$ cat config.mk
export PLATFORM = sky130hd
export DESIGN_NAME = stage_run_ctrl_flat
export DESIGN_NICKNAME = d
export VERILOG_FILES = /design/src/rtl/stage_run_ctrl_if.sv /design/src/rtl/stage_run_ctrl.sv /design/src/flat_wrapper.sv
export SDC_FILE = /design/constraint.sdc
export NUM_CORES = 1
export LEC_CHECK = 0
export BUFFER_PORTS_ARGS = -buffer_cell sky130_fd_sc_hd__buf_2
export CORE_ASPECT_RATIO = 0.75
export CORE_MARGIN = 2
export CORE_UTILIZATION = 30
export DETAILED_ROUTE_END_ITERATION = 10
export GPL_TIMING_DRIVEN = 0
export SYNTH_ARGS = -nofsm -noshare
export SYNTH_HDL_FRONTEND = slang
export SYNTH_SLANG_ARGS = --single-unit
$ cat constraint.sdc
create_clock -name clk -period 2.7 [get_ports clk]
set_clock_uncertainty 0.05 [all_clocks]
set_input_delay 0.27 -clock clk [delete_from_list [all_inputs] [get_ports clk]]
set_output_delay 0.27 -clock clk [all_outputs]
set_load 0.03 [all_outputs]
$ cat src/rtl/stage_run_ctrl_if.sv
// Bundle between the front-panel/debug side, the stage sequencer and the
// run/halt controller. The controller uses the slave modport; whatever drives
// the operator requests and the sequencer state uses the master modport.
// When STAGE_RUN_CTRL_CYCLE_CNT_EN is defined, the bundle also carries the
// busy-cycle counter ccount.
interface stage_run_ctrl_if #(
  parameter int CNT_W   = 16,
  parameter int LIMIT_W = 16
);
  // Operator requests
  logic               start;
  logic               stop;
  logic               step;
  logic [LIMIT_W-1:0] limit;
  // Sequencer state taps
  logic               waits;
  logic               execb;
  // Controller outputs
  logic               run;
  logic               halt;
  logic               busy;
  logic [CNT_W-1:0]   icount;
  logic               limit_hit;
`ifdef STAGE_RUN_CTRL_CYCLE_CNT_EN
  logic [CNT_W-1:0]   ccount;

  modport master (
    output start, stop, step, limit, waits, execb,
    input  run, halt, busy, icount, limit_hit, ccount
  );

  modport slave (
    input  start, stop, step, limit, waits, execb,
    output run, halt, busy, icount, limit_hit, ccount
  );
`else
  modport master (
    output start, stop, step, limit, waits, execb,
    input  run, halt, busy, icount, limit_hit
  );

  modport slave (
    input  start, stop, step, limit, waits, execb,
    output run, halt, busy, icount, limit_hit
  );
`endif
endinterface

$ cat src/rtl/stage_run_ctrl.sv
// Run/halt controller for the five-state instruction stage sequencer
// (waits/fetcha/fetchb/execa/execb). Converts start/stop/step requests into
// the sequencer's run pulse and halt level, counts retired instructions and
// auto-halts at a programmable limit (0 = unlimited).
// This block updates on posedge clk; the sequencer updates on negedge, so
// every output here has half a cycle of setup before the sequencer samples it.
// Optional feature macro: STAGE_RUN_CTRL_CYCLE_CNT_EN adds the ccount output,
// a count of busy cycles since the last start.
module stage_run_ctrl #(
  parameter int CNT_W   = 16,
  parameter int LIMIT_W = 16
) (
  input  logic            clk,
  input  logic            rst,
  stage_run_ctrl_if.slave bus
);

  // Width used to compare icount+1 against limit with both zero-extended.
  localparam int CMP_W = (CNT_W > LIMIT_W) ? CNT_W : LIMIT_W;

  typedef enum logic [1:0] {
    ST_IDLE  = 2'd0,
    ST_RUN   = 2'd1,
    ST_STEP  = 2'd2,
    ST_DRAIN = 2'd3
  } state_t;

  state_t           r_state;
  logic             r_run;
  logic             r_halt;
  logic             r_busy;
  logic [CNT_W-1:0] r_icount;
  logic             r_limit_hit;

  // Previous-cycle request levels for edge detection.
  logic             r_start_q;
  logic             r_stop_q;
  logic             r_step_q;

  logic             w_start_rise;
  logic             w_stop_rise;
  logic             w_step_rise;
  logic [CNT_W-1:0] w_icount_inc;
  logic [CMP_W-1:0] w_inc_ext;
  logic [CMP_W-1:0] w_limit_ext;
  logic             w_limit_en;
  logic             w_limit_match;

  // A held level never retriggers: only a 0->1 change counts as a request.
  assign w_start_rise = bus.start & ~r_start_q;
  assign w_stop_rise  = bus.stop  & ~r_stop_q;
  assign w_step_rise  = bus.step  & ~r_step_q;

  // icount+1 wraps at CNT_W before being widened, so the compare sees the
  // value icount will actually hold after this retire.
  assign w_icount_inc  = r_icount + CNT_W'(1);
  assign w_inc_ext     = CMP_W'(w_icount_inc);
  assign w_limit_ext   = CMP_W'(bus.limit);
  assign w_limit_en    = (bus.limit != '0);
  assign w_limit_match = w_limit_en && bus.execb && (w_inc_ext == w_limit_ext);

  // Request history; sampled every cycle regardless of state so that a level
  // held across a state change cannot look like a fresh edge later.
  always_ff @(posedge clk or posedge rst) begin
    // NOTE: state is updated with non-blocking assignments so every register
    // in this block sees the pre-edge values of the others.
    if (rst) begin
      r_start_q <= 1'b0;
      r_stop_q  <= 1'b0;
      r_step_q  <= 1'b0;
    end else begin
      r_start_q <= bus.start;
      r_stop_q  <= bus.stop;
      r_step_q  <= bus.step;
    end
  end

  // Controller FSM with registered run/halt/busy/icount/limit_hit.
  always_ff @(posedge clk or posedge rst) begin
    if (rst) begin
      r_state     <= ST_IDLE;
      r_run       <= 1'b0;
      r_halt      <= 1'b0;
      r_busy      <= 1'b0;
      r_icount    <= '0;
      r_limit_hit <= 1'b0;
    end else begin
      // NOTE: run is a one-cycle pulse; defaulting it low here means only the
      // launching branch has to mention it.
      r_run <= 1'b0;

      case (r_state)
        ST_IDLE: begin
          if (w_start_rise) begin
            // Free run: fresh instruction count, clear the previous stop cause.
            r_state     <= ST_RUN;
            r_run       <= 1'b1;
            r_halt      <= 1'b0;
            r_busy      <= 1'b1;
            r_icount    <= '0;
            r_limit_hit <= 1'b0;
          end else if (w_step_rise) begin
            // Single step: launch and immediately request halt at execb.
            r_state <= ST_STEP;
            r_run   <= 1'b1;
            r_halt  <= 1'b1;
            r_busy  <= 1'b1;
          end
        end

        ST_RUN: begin
          if (bus.execb) begin
            r_icount <= w_icount_inc;
          end
          // Limit outranks stop so a coincident stop still reports limit_hit.
          if (w_limit_match) begin
            r_state     <= ST_DRAIN;
            r_halt      <= 1'b1;
            r_limit_hit <= 1'b1;
          end else if (w_stop_rise) begin
            r_state <= ST_DRAIN;
            r_halt  <= 1'b1;
          end
        end

        ST_STEP, ST_DRAIN: begin
          // The in-flight instruction finishes; its execb still counts.
          if (bus.execb) begin
            r_icount <= w_icount_inc;
          end
          if (bus.waits) begin
            r_state <= ST_IDLE;
            r_halt  <= 1'b0;
            r_busy  <= 1'b0;
          end
        end

        default: begin
          r_state <= ST_IDLE;
          r_halt  <= 1'b0;
          r_busy  <= 1'b0;
        end
      endcase
    end
  end

  assign bus.run       = r_run;
  assign bus.halt      = r_halt;
  assign bus.busy      = r_busy;
  assign bus.icount    = r_icount;
  assign bus.limit_hit = r_limit_hit;

`ifdef STAGE_RUN_CTRL_CYCLE_CNT_EN
  logic [CNT_W-1:0] r_ccount;

  // Busy-cycle counter: cleared by an accepted start, +1 per busy posedge.
  always_ff @(posedge clk or posedge rst) begin
    if (rst) begin
      r_ccount <= '0;
    end else if ((r_state == ST_IDLE) && w_start_rise) begin
      r_ccount <= '0;
    end else if (r_state != ST_IDLE) begin
      r_ccount <= r_ccount + CNT_W'(1);
    end
  end

  assign bus.ccount = r_ccount;
`endif

endmodule
$ cat src/flat_wrapper.sv
// flat-port wrapper written by rule: the top's interface ports become plain ports
module stage_run_ctrl_flat 
#(
  parameter int CNT_W   = 16,
  parameter int LIMIT_W = 16
)
  (clk, rst, bus_start, bus_stop, bus_step, bus_limit, bus_waits, bus_execb, bus_run, bus_halt, bus_busy, bus_icount, bus_limit_hit);
  stage_run_ctrl_if #(.CNT_W(CNT_W), .LIMIT_W(LIMIT_W)) bus_i ();
  input  logic clk;
  input  logic rst;
  input wire logic [$bits(bus_i.start)-1:0] bus_start;
  input wire logic [$bits(bus_i.stop)-1:0] bus_stop;
  input wire logic [$bits(bus_i.step)-1:0] bus_step;
  input wire logic [$bits(bus_i.limit)-1:0] bus_limit;
  input wire logic [$bits(bus_i.waits)-1:0] bus_waits;
  input wire logic [$bits(bus_i.execb)-1:0] bus_execb;
  output wire logic [$bits(bus_i.run)-1:0] bus_run;
  output wire logic [$bits(bus_i.halt)-1:0] bus_halt;
  output wire logic [$bits(bus_i.busy)-1:0] bus_busy;
  output wire logic [$bits(bus_i.icount)-1:0] bus_icount;
  output wire logic [$bits(bus_i.limit_hit)-1:0] bus_limit_hit;
  assign bus_i.start = bus_start;
  assign bus_i.stop = bus_stop;
  assign bus_i.step = bus_step;
  assign bus_i.limit = bus_limit;
  assign bus_i.waits = bus_waits;
  assign bus_i.execb = bus_execb;
  assign bus_run = bus_i.run;
  assign bus_halt = bus_i.halt;
  assign bus_busy = bus_i.busy;
  assign bus_icount = bus_i.icount;
  assign bus_limit_hit = bus_i.limit_hit;
  stage_run_ctrl #(.CNT_W(CNT_W), .LIMIT_W(LIMIT_W)) u_core (.clk(clk), .rst(rst), .bus(bus_i));
endmodule
# ---- Word-level counts from Yosys, hierarchy flattened
# Cells that the tools add are included.
# Widths: inputs -> output; s select.
dict set report op_classes {
  n_mux 23
  bitwise 6
  reduce_logical 12
  add_sub_neg 1
  eq_ne 10
}
# op n
set op_table {}
lappend op_table {{$mux 16} 2}
lappend op_table {{$pmux 16 s2} 1}
lappend op_table {{$add 16x1->16 const B} 1}
lappend op_table {{$eq 16x16->1} 1}
lappend op_table {{$reduce_bool 16->1} 1}
lappend op_table {{$mux 1} 11}
lappend op_table {{$mux 2} 5}
lappend op_table {{$reduce_and 3->1} 3}
lappend op_table {{$ne 2x1->1 const B} 3}
lappend op_table {{$ne 3x1->1 const B} 2}
lappend op_table {{$pmux 2 s3} 1}
lappend op_table {{$eq 2x2->1 const B} 2}
lappend op_table {{$pmux 1 s2} 2}
lappend op_table {{$reduce_bool 2->1} 2}
lappend op_table {{$and 1x1->1} 3}
lappend op_table {{$not 1->1} 3}
lappend op_table {{$pmux 1 s3} 1}
lappend op_table {{$reduce_or 3->1} 1}
lappend op_table {{$eq 2x1->1 const B} 1}
lappend op_table {{$logic_and 1x1->1} 2}
lappend op_table {{$logic_not 2->1} 1}
lappend op_table {{$ne 2x2->1 const B} 1}
lappend op_table {{$reduce_and 2->1} 1}
lappend op_table {{$reduce_or 2->1} 1}
dict set report word_totals {
  register_bits 25
  out_inout_bits 20
  elab_cells 61
  in_bits 23
}

# ---- Depth between registers and ports, before layout
# Gate-level depths: netlist (run 1).
dict set report logic_depth {
  depth_word 5
  depth_mapped 7
  depth_no_buf 7
}

# ---- Least setup slack after synthesis (run 1)
# No wires, ideal clock.
dict set report synth_timing {
  path_kind {register to register}
  startpoint {register u_core.r_icount[0], in the netlist u_core.bus.icount[0]}
  endpoint {register u_core.r_limit_hit, in the netlist u_core.bus.limit_hit}
  t_arrival_ns 2.059
  path_slack_ns 0.515
  t_required_ns 2.574
  path_buffers 0
  setup_time_ns 0.076
  stages_incl_launch_ff 8
  period_less_slack_ns 2.185
  path_cell_list {dfrtp_1 -> ha_1 -> nand3_4 -> nor4_4 -> xnor2_1 -> a2111oi_4 -> nand3_1 -> o21ai_1}
}
dict set report synth_between {
  elab_chain_cells 5
}
# item line_no
set synth_rtl {}
lappend synth_rtl {{start, declared} stage_run_ctrl.sv:32} ;# logic [CNT_W-1:0] r_icount;
lappend synth_rtl {{start signal, assigned} stage_run_ctrl.sv:113} ;# r_icount <= w_icount_inc;
lappend synth_rtl {{start signal, assigned} stage_run_ctrl.sv:129} ;# r_icount <= w_icount_inc;
lappend synth_rtl {{$add 16x1->16} stage_run_ctrl.sv:56} ;# assign w_icount_inc = r_icount + CNT_W'(1);
lappend synth_rtl {{$eq 16x16->1} stage_run_ctrl.sv:60} ;# assign w_limit_match = w_limit_en && bus.execb && (w_inc_ext == w_limit_ext);
lappend synth_rtl {{$logic_and 1x1->1} stage_run_ctrl.sv:60}
lappend synth_rtl {{$ne 2x1->1 (no source line)} --}
lappend synth_rtl {{$reduce_and 3->1 (no source line)} --}
lappend synth_rtl {{end signal, assigned} stage_run_ctrl.sv:86} ;# r_limit_hit <= 1'b0;
lappend synth_rtl {{end signal, assigned} stage_run_ctrl.sv:101} ;# r_limit_hit <= 1'b0;
lappend synth_rtl {{end signal, assigned} stage_run_ctrl.sv:119} ;# r_limit_hit <= 1'b1;
lappend synth_rtl {{end, declared} stage_run_ctrl.sv:33} ;# logic r_limit_hit;
# Every way passes these cells.
# A chain may end at the register's enable or synchronous reset.

# ---- Worst setup path after layout (run 1)
# Ends and elaborated chain as after synthesis.

==> run_results.csv, run 1 <==
group,metric,value,unit
floorplanning,core,5440,um^2
run_status,outcome,"finished clean",
critical_path,cp_max_fo,8,
power,p_sw,529,uW
synthesis,synth-compound-area-share,21.4,%
clock_tree,htreeDepth,1,
floorplanning,start_util,31.6,%
synthesis,yosys.area_share.adder,0.727,%
synthesis,synth_edf_count,0,
global_routing,antenna_found_initial,0,
min_path,hp-class,"input port to register",
floorplanning,die_w,91.4,um
critical_path,crit_arrival,2450,ps
sta,layout_worst_path_cycle_share,85.3,%
synthesis,ys_ff_latch,24,
sta,period_needed,2300,ps
power,p_leak,0.873,nW
clock_tree,cts_buffers,3,
power,clkPwrFrac,17.4,%
critical_path,cp-end-kind,"register",
sta,fmax,0.434,GHz
synthesis,synth_top_family_by_area,"simple AND/OR/NAND/NOR gates",
clock_tree,hold_buffers,0,
min_path,min_path_cells,1,
critical_path,path_class,"register to register",
synthesis,synth_commonest_cells,"dfrtp_1 (24), o21ai_0 (24), nor2_1 (21)",
global_routing,grt_usage,15.2,%
clock_tree,path_clk_slew,80,ps
final_layout,design_area,2070,um^2
global_routing,grt_pass1_vias,1537,
global_routing,grt_max_degree,25,
placed_design,gp_congestion,0.834,
sta,hold_viol,0,
detailed_routing,final_antenna_net_count,0,
critical_path,path_cells,"ha_1 -> nand3_4 -> nor4_4 -> xnor2_1 -> a2111oi_4 -> nand3_1 -> o21ai_1",
global_routing,grt_overflow,0,
min_path,hold_end,"u_core.r_stop_q",
detailed_routing,drc_errors,0,
synthesis,synth_xor_area_share,11.1,%
detailed_routing,via_per_inst,5.11,
critical_path,slowest_delay,490,ps
critical_path,r2r_start,"u_core.bus.icount[0]",
power,intPower,698,uW
critical_path,crit_path_start_kind,"register",
final_layout,drive_gt1_share,23.9,%
detailed_routing,drtIter0Drc,129,
detailed_routing,wl_per_cell,14.4,um
synthesis,yosysUniqueCellTypes,47,
synthesis,syn_area_per_cell,8.52,um^2
clock_tree,cts-root-buf,"clkbuf_8",
synthesis,ys_warn_count,0,
clock_tree,post-cts-setup-buffers,0,
synthesis,synth_top_area_share,34.9,%
floorplanning,fp.dieArea,6360,um^2
synthesis,synth_top_area_cell,"dfrtp_1",
final_layout,fin_nets,273,
sta,setup-violations-final,0,
sta,worstMarginPinSlew,909,ps
synthesis,synth.area.top_cells,"dfrtp_1 (35%), xnor2_1 (8.1%), o21ai_0 (7.0%)",
placed_design,dpl.hpwl,3590,um
synthesis,syn_inst,202,
power,pwr-share-seq,37.7,%
synthesis,syn-num-nets,226,
power,ir_drop,0.000254,V
sta,grt_setup_unrepaired,"no",
clock_tree,cts.sinks,24,
floorplanning,die_height,69.6,um
power,pwr-share-comb,44.9,%
sta,fin_tns_setup,0,ps
clock_tree,clock_path_buffers,2,
global_routing,grt_pass1_wl,7610,um
placed_design,post_dp_cell_area,2020,um^2
synthesis,yosysSeqAreaShare,34.9,%
critical_path,slowest_stage,"dfrtp_1",
sta,finalMaxSlewViolations,0,
clock_tree,cts_tree,"yes",
synthesis,yosys.area_share.simple,26.0,%
floorplanning,num_io_pins,43,
synthesis,synthFlopType,"dfrtp_1",
final_layout,syn_to_final_growth,20.1,%
clock_tree,clock_latency,260,ps
critical_path,r2r_cells,7,
clock_tree,ctsResizeCount,0,
placed_design,port_buffers,42,
final_layout,antennaDiodeCount,0,
floorplanning,rows,23,
detailed_routing,vias,1645,
detailed_routing,routed_wl,4630,um
detailed_routing,dr.pass1.iters,4,
critical_path,cp.required,2850,ps
synthesis,synth_mux_area_share,1.16,%
critical_path,reg2reg_to,"u_core.bus.limit_hit",
synthesis,synth_area,1720,um^2
sta,max_slew_margin,39.3,%
min_path,hp-start,"bus_stop",
run,cap_violations,0,
critical_path,r2r_slack,400,ps
power,p_sw_share,43.1,%
synthesis,async_flop_share,100,%
power,power.density,594,nW/um^2
-- routing by layer --
layer | vias to the layer above | share of wire (%) | GRT usage, %
met5 | - | 0 | 0
met4 | 0 | 0.91 | 3.20
met3 | 4 | 5.8 | 3.59
met2 | 50 | 43 | 22.4
met1 | 766 | 50 | 22.6
li1 | 825 | - | -
-- logic make-up (layout without fill, tap and decap cells) --
kind of cell,count (synthesis),count (layout)
simple gates,79,79
compound gates,57,57
flops,24,24
xor+xnor,21,21
buf+inv,18,63
mux,2,2
fa+ha+maj,1,1
-- power by group through the flow --
stage	Combinational (mW)	Sequential [mW]	Clock, mW
floorplan	0.315	0.542	0
global placement	0.536	0.468	0
detailed placement	0.546	0.468	0
CTS	0.549	0.462	0.224
global route	0.607	0.471	0.240
finish	0.550	0.463	0.213
-- placed cells by master (no fill, tap or decap), drive strengths merged, types with 3 or more instances in the layout --
cell type,instances
buf,47
o21ai,27
dfrtp,24
nor2,21
nand2,18
xnor2,17
nand3,9
clkbuf,9
nor4,8
inv,7
o31ai,6
nand4,6
a21oi,5
xor2,4
or3,4
a31oi,3
-- sequential cells by signal, indices dropped and copies added (netlist names) --
register              flops
u_core.r_stop_q           1
u_core.r_state            2
u_core.bus.run            1
u_core.bus.limit_hit      1
u_core.bus.icount        16
u_core.r_start_q          1
u_core.bus.busy           1
u_core.r_step_q           1
-- critical path, delay by kind of cell (launching register included) --
| family | cells | cell delay, ps |
|---|---|---|
| AO/OA/AOI/OAI | 2 | 510 |
| XOR/XNOR | 1 | 190 |
| adder cells (fa/ha/maj) | 1 | 340 |
| flip-flops | 1 | 490 |
| AND/OR/NAND/NOR | 3 | 650 |
-- metrics by stage --
step	hold WS [ps]	setup WS (ps)	power (mW)	instances	utilization (%)
5_1_grt	55.2	249	1.32	322	38.0
6_report	69.8	396	1.23	322	38.0
2_1_floorplan	235	515	0.857	202	-
4_1_cts	64.8	399	1.24	322	38.0
3_3_place_gp	344	444	1.00	319	37.2
3_5_place_dp	349	421	1.01	319	37.2
-- worst max-delay path by stage --
stage	startpoint	to	slack, ps	depth (start not counted)
global route	u_core.bus.icount[0]	u_core.r_state[1]	250	7
CTS	u_core.bus.icount[0]	u_core.bus.limit_hit	400	7
global placement	u_core.bus.icount[0]	u_core.r_state[1]	440	7
detailed placement	u_core.bus.icount[0]	u_core.bus.limit_hit	420	7
floorplan	u_core.bus.icount[0]	u_core.bus.limit_hit	510	7
finish	u_core.bus.icount[0]	u_core.bus.limit_hit	400	7
-- area by class of cell --
| class | instances | area [um^2] |
|---|---|---|
| buffer | 11 | 55.1 |
| clock buffer | 3 | 41.3 |
| fill | 590 | 3370 |
| inverter | 7 | 26.3 |
| multi-input combinational | 160 | 1040 |
| sequential | 24 | 601 |
| tap | 75 | 93.8 |
| timing repair buffer | 42 | 210 |
Note: power is estimated with default switching activity, not from simulation.
==> inputs of run 2 (changes only) <==
- ABC_AREA: not set -> 1
==> run_results.csv, run 2 <==
group,metric,value,unit
clock_tree,clock_latency,280,ps
synthesis,synth_area,1690,um^2
sta,period_needed,2150,ps
synthesis,ys_warn_count,0,
critical_path,critPathTopFamily,"simple AND/OR/NAND/NOR gates",
placed_design,dpl.hpwl,3880,um
final_layout,drive_gt1_share,17.8,%
run,cap_violations,0,
clock_tree,post-cts-setup-buffers,0,
global_routing,grt_usage,16.5,%
synthesis,async_flop_share,100,%
sta,holdWs,69.6,ps
global_routing,grt_overflow,0,
floorplanning,num_io_pins,43,
global_routing,grt_pass1_vias,1690,
floorplanning,core,5380,um^2
clock_tree,cts.sinks,24,
detailed_routing,dr.pass1.iters,4,
sta,grt_setup_unrepaired,"no",
synthesis,synthFlopType,"dfrtp_1",
final_layout,design_area,2050,um^2
power,totalPowerFinal,1.56,mW
critical_path,slowest_delay,440,ps
synthesis,synth_edf_count,0,
power,intPower,801,uW
clock_tree,ctsResizeCount,0,
power,clkPwrFrac,16.6,%
detailed_routing,drtIter0Drc,124,
clock_tree,hold_buffers,0,
final_layout,antennaDiodeCount,0,
final_layout,largest_reg_flops,16,
final_layout,final_common_cell,"nand2_1",
power,power.density,758,nW/um^2
global_routing,grt-busiest-layer,"met2",
detailed_routing,via_per_inst,4.75,
clock_tree,cts_buffers,3,
sta,max_slew_margin,35.7,%
detailed_routing,wl_per_cell,12.8,um
critical_path,cp-end-kind,"register",
critical_path,path_cells,"ha_1 -> nand2_1 -> nor2_4 -> nand3_1 -> nand2_1 -> nand2_1 -> nand2_1 -> nand2_1 -> nor2_1 -> nand3_1 -> o21bai_2 -> nand2_1 -> nand2_1 -> nand2_1",
clock_tree,htreeDepth,1,
synthesis,syn_inst,263,
floorplanning,start_util,31.4,%
detailed_routing,final_antenna_net_count,0,
critical_path,crit_arrival,2260,ps
global_routing,grt_pass1_wl,8220,um
min_path,hp-class,"input port to register",
critical_path,crit_path_frequent_cell,"nand2_1",
sta,setup-violations-final,0,
placed_design,gp_congestion,0.932,
power,pwr-share-seq,35.7,%
floorplanning,die_w,90.7,um
synthesis,synth.area.top_cells,"dfrtp_1 (36%), nand2_1 (20%), inv_1 (8.4%)",
placed_design,port_buffers,42,
synthesis,synth_commonest_cells,"nand2_1 (90), inv_1 (38), nor2_1 (29)",
detailed_routing,routed_wl,4910,um
run_status,outcome,"finished clean",
critical_path,cp.required,2810,ps
critical_path,crit_path_start_kind,"register",
synthesis,syn_area_per_cell,6.43,um^2
detailed_routing,drc_errors,0,
synthesis,syn-num-nets,287,
sta,hold_viol,0,
floorplanning,rows,23,
sta,fmax,0.465,GHz
critical_path,cp_max_fo,7,
global_routing,grt_util_met2,24.9,%
sta,worstMarginPinSlew,964,ps
global_routing,met3_usage,4.04,%
synthesis,synth_top_area_share,35.5,%
final_layout,fin_nets,334,
synthesis,yosysMostFrequentCell,"nand2_1",
placed_design,post_dp_cell_area,2000,um^2
sta,finalMaxSlewViolations,0,
synthesis,ys_ff_latch,24,
floorplanning,fp.dieArea,6260,um^2
critical_path,path_class,"register to register",
sta,layout_worst_path_cycle_share,79.7,%
global_routing,grt_max_degree,25,
global_routing,antenna_found_initial,0,
floorplanning,die_height,69.0,um
critical_path,path_buf_inv,0,
clock_tree,clock_path_buffers,2,
synthesis,yosysSeqAreaShare,35.5,%
final_layout,most-common-layout-cells,"nand2_1 (90), buf_2 (42), inv_1 (38)",
detailed_routing,vias,1824,
critical_path,slowest_stage,"dfrtp_1",
power,p_leak,1.06,nW
global_routing,use_met1,24.1,%
synthesis,yosysUniqueCellTypes,23,
power,p_sw_share,48.5,%
sta,fin_tns_setup,0,ps
clock_tree,cts-root-buf,"clkbuf_8",
clock_tree,cts_tree,"yes",
final_layout,syn_to_final_growth,21.2,%
clock_tree,path_clk_slew,90,ps
power,p_sw,754,uW
power,ir_drop,0.000389,V
synthesis,synth_top_area_cell,"dfrtp_1",
power,pwr-share-comb,47.7,%
[run 2: cell types whose count changed after synthesis, moves of 5 or more]
cell and change:
nand3_1 +20, nor4_1 -7, nand2_1 +72, xnor2_1 -15, inv_1 +31, o22ai_1 +6
nand3b_1 +7, o31ai_1 -5, nor2_1 +8, o21ai_0 -13
[run 2: area by class of cell]
class	instances	area, um^2
fillers	594	3330
multi-input cells	198	937
flip-flops and latches	24	601
repair buffers	42	210
inverters	39	146
well taps	75	93.8
clock buffers	4	55.1
plain buffers	2	7.51
[run 2: power groups by stage]
stage / logic [mW] / clock network [mW] / registers (mW)
after detailed placement: 0.741 / 0 / 0.564
after CTS: 0.744 / 0.269 / 0.557
after floorplan: 0.373 / 0 / 0.703
after global placement: 0.732 / 0 / 0.563
after global routing: 0.840 / 0.282 / 0.574
final: 0.742 / 0.258 / 0.555
[run 2: metrics by stage]
stage                     std cells  worst slack (ps)  util [%]
after CTS                       384               537      38.1
after global placement          380               553      37.1
after detailed placement        380               579      37.1
after floorplan                 263               663         -
after global routing            384               268      38.1
final                           384               549      38.1
[run 2: metal layers]
layer / wire length (um) / vias up
met3: 338 / 0
li1: - / 943
met1: 2530 / 820
met5: 0 / -
met4: 0 / 0
met2: 2040 / 61
[run 2: logic make-up after synthesis]
| family | after synthesis | share of synthesized area (%) |
|---|---|---|
| compound gates | 27 | 9.54 |
| xor+xnor | 1 | 0.518 |
| fa+ha+maj | 1 | 0.740 |
| buf+inv | 41 | 9.10 |
| flops | 24 | 35.5 |
| simple gates | 169 | 44.6 |
[run 2: path summary, 6_finish.rpt]
kind | startpoint | to | slack, ps | cells past startpoint
worst min register to register | u_core.bus.busy | u_core.bus.busy | 450 | 2
worst max register to register | u_core.bus.icount[0] | u_core.r_state[0] | 550 | 14
worst min-delay path | bus_stop | u_core.r_stop_q | 70 | 1
worst max-delay path | u_core.bus.icount[0] | u_core.r_state[0] | 550 | 14
min in group asynchronous | rst | u_core.bus.icount[9] | 150 | 2
max in group asynchronous | rst | u_core.bus.icount[0] | 1860 | 2
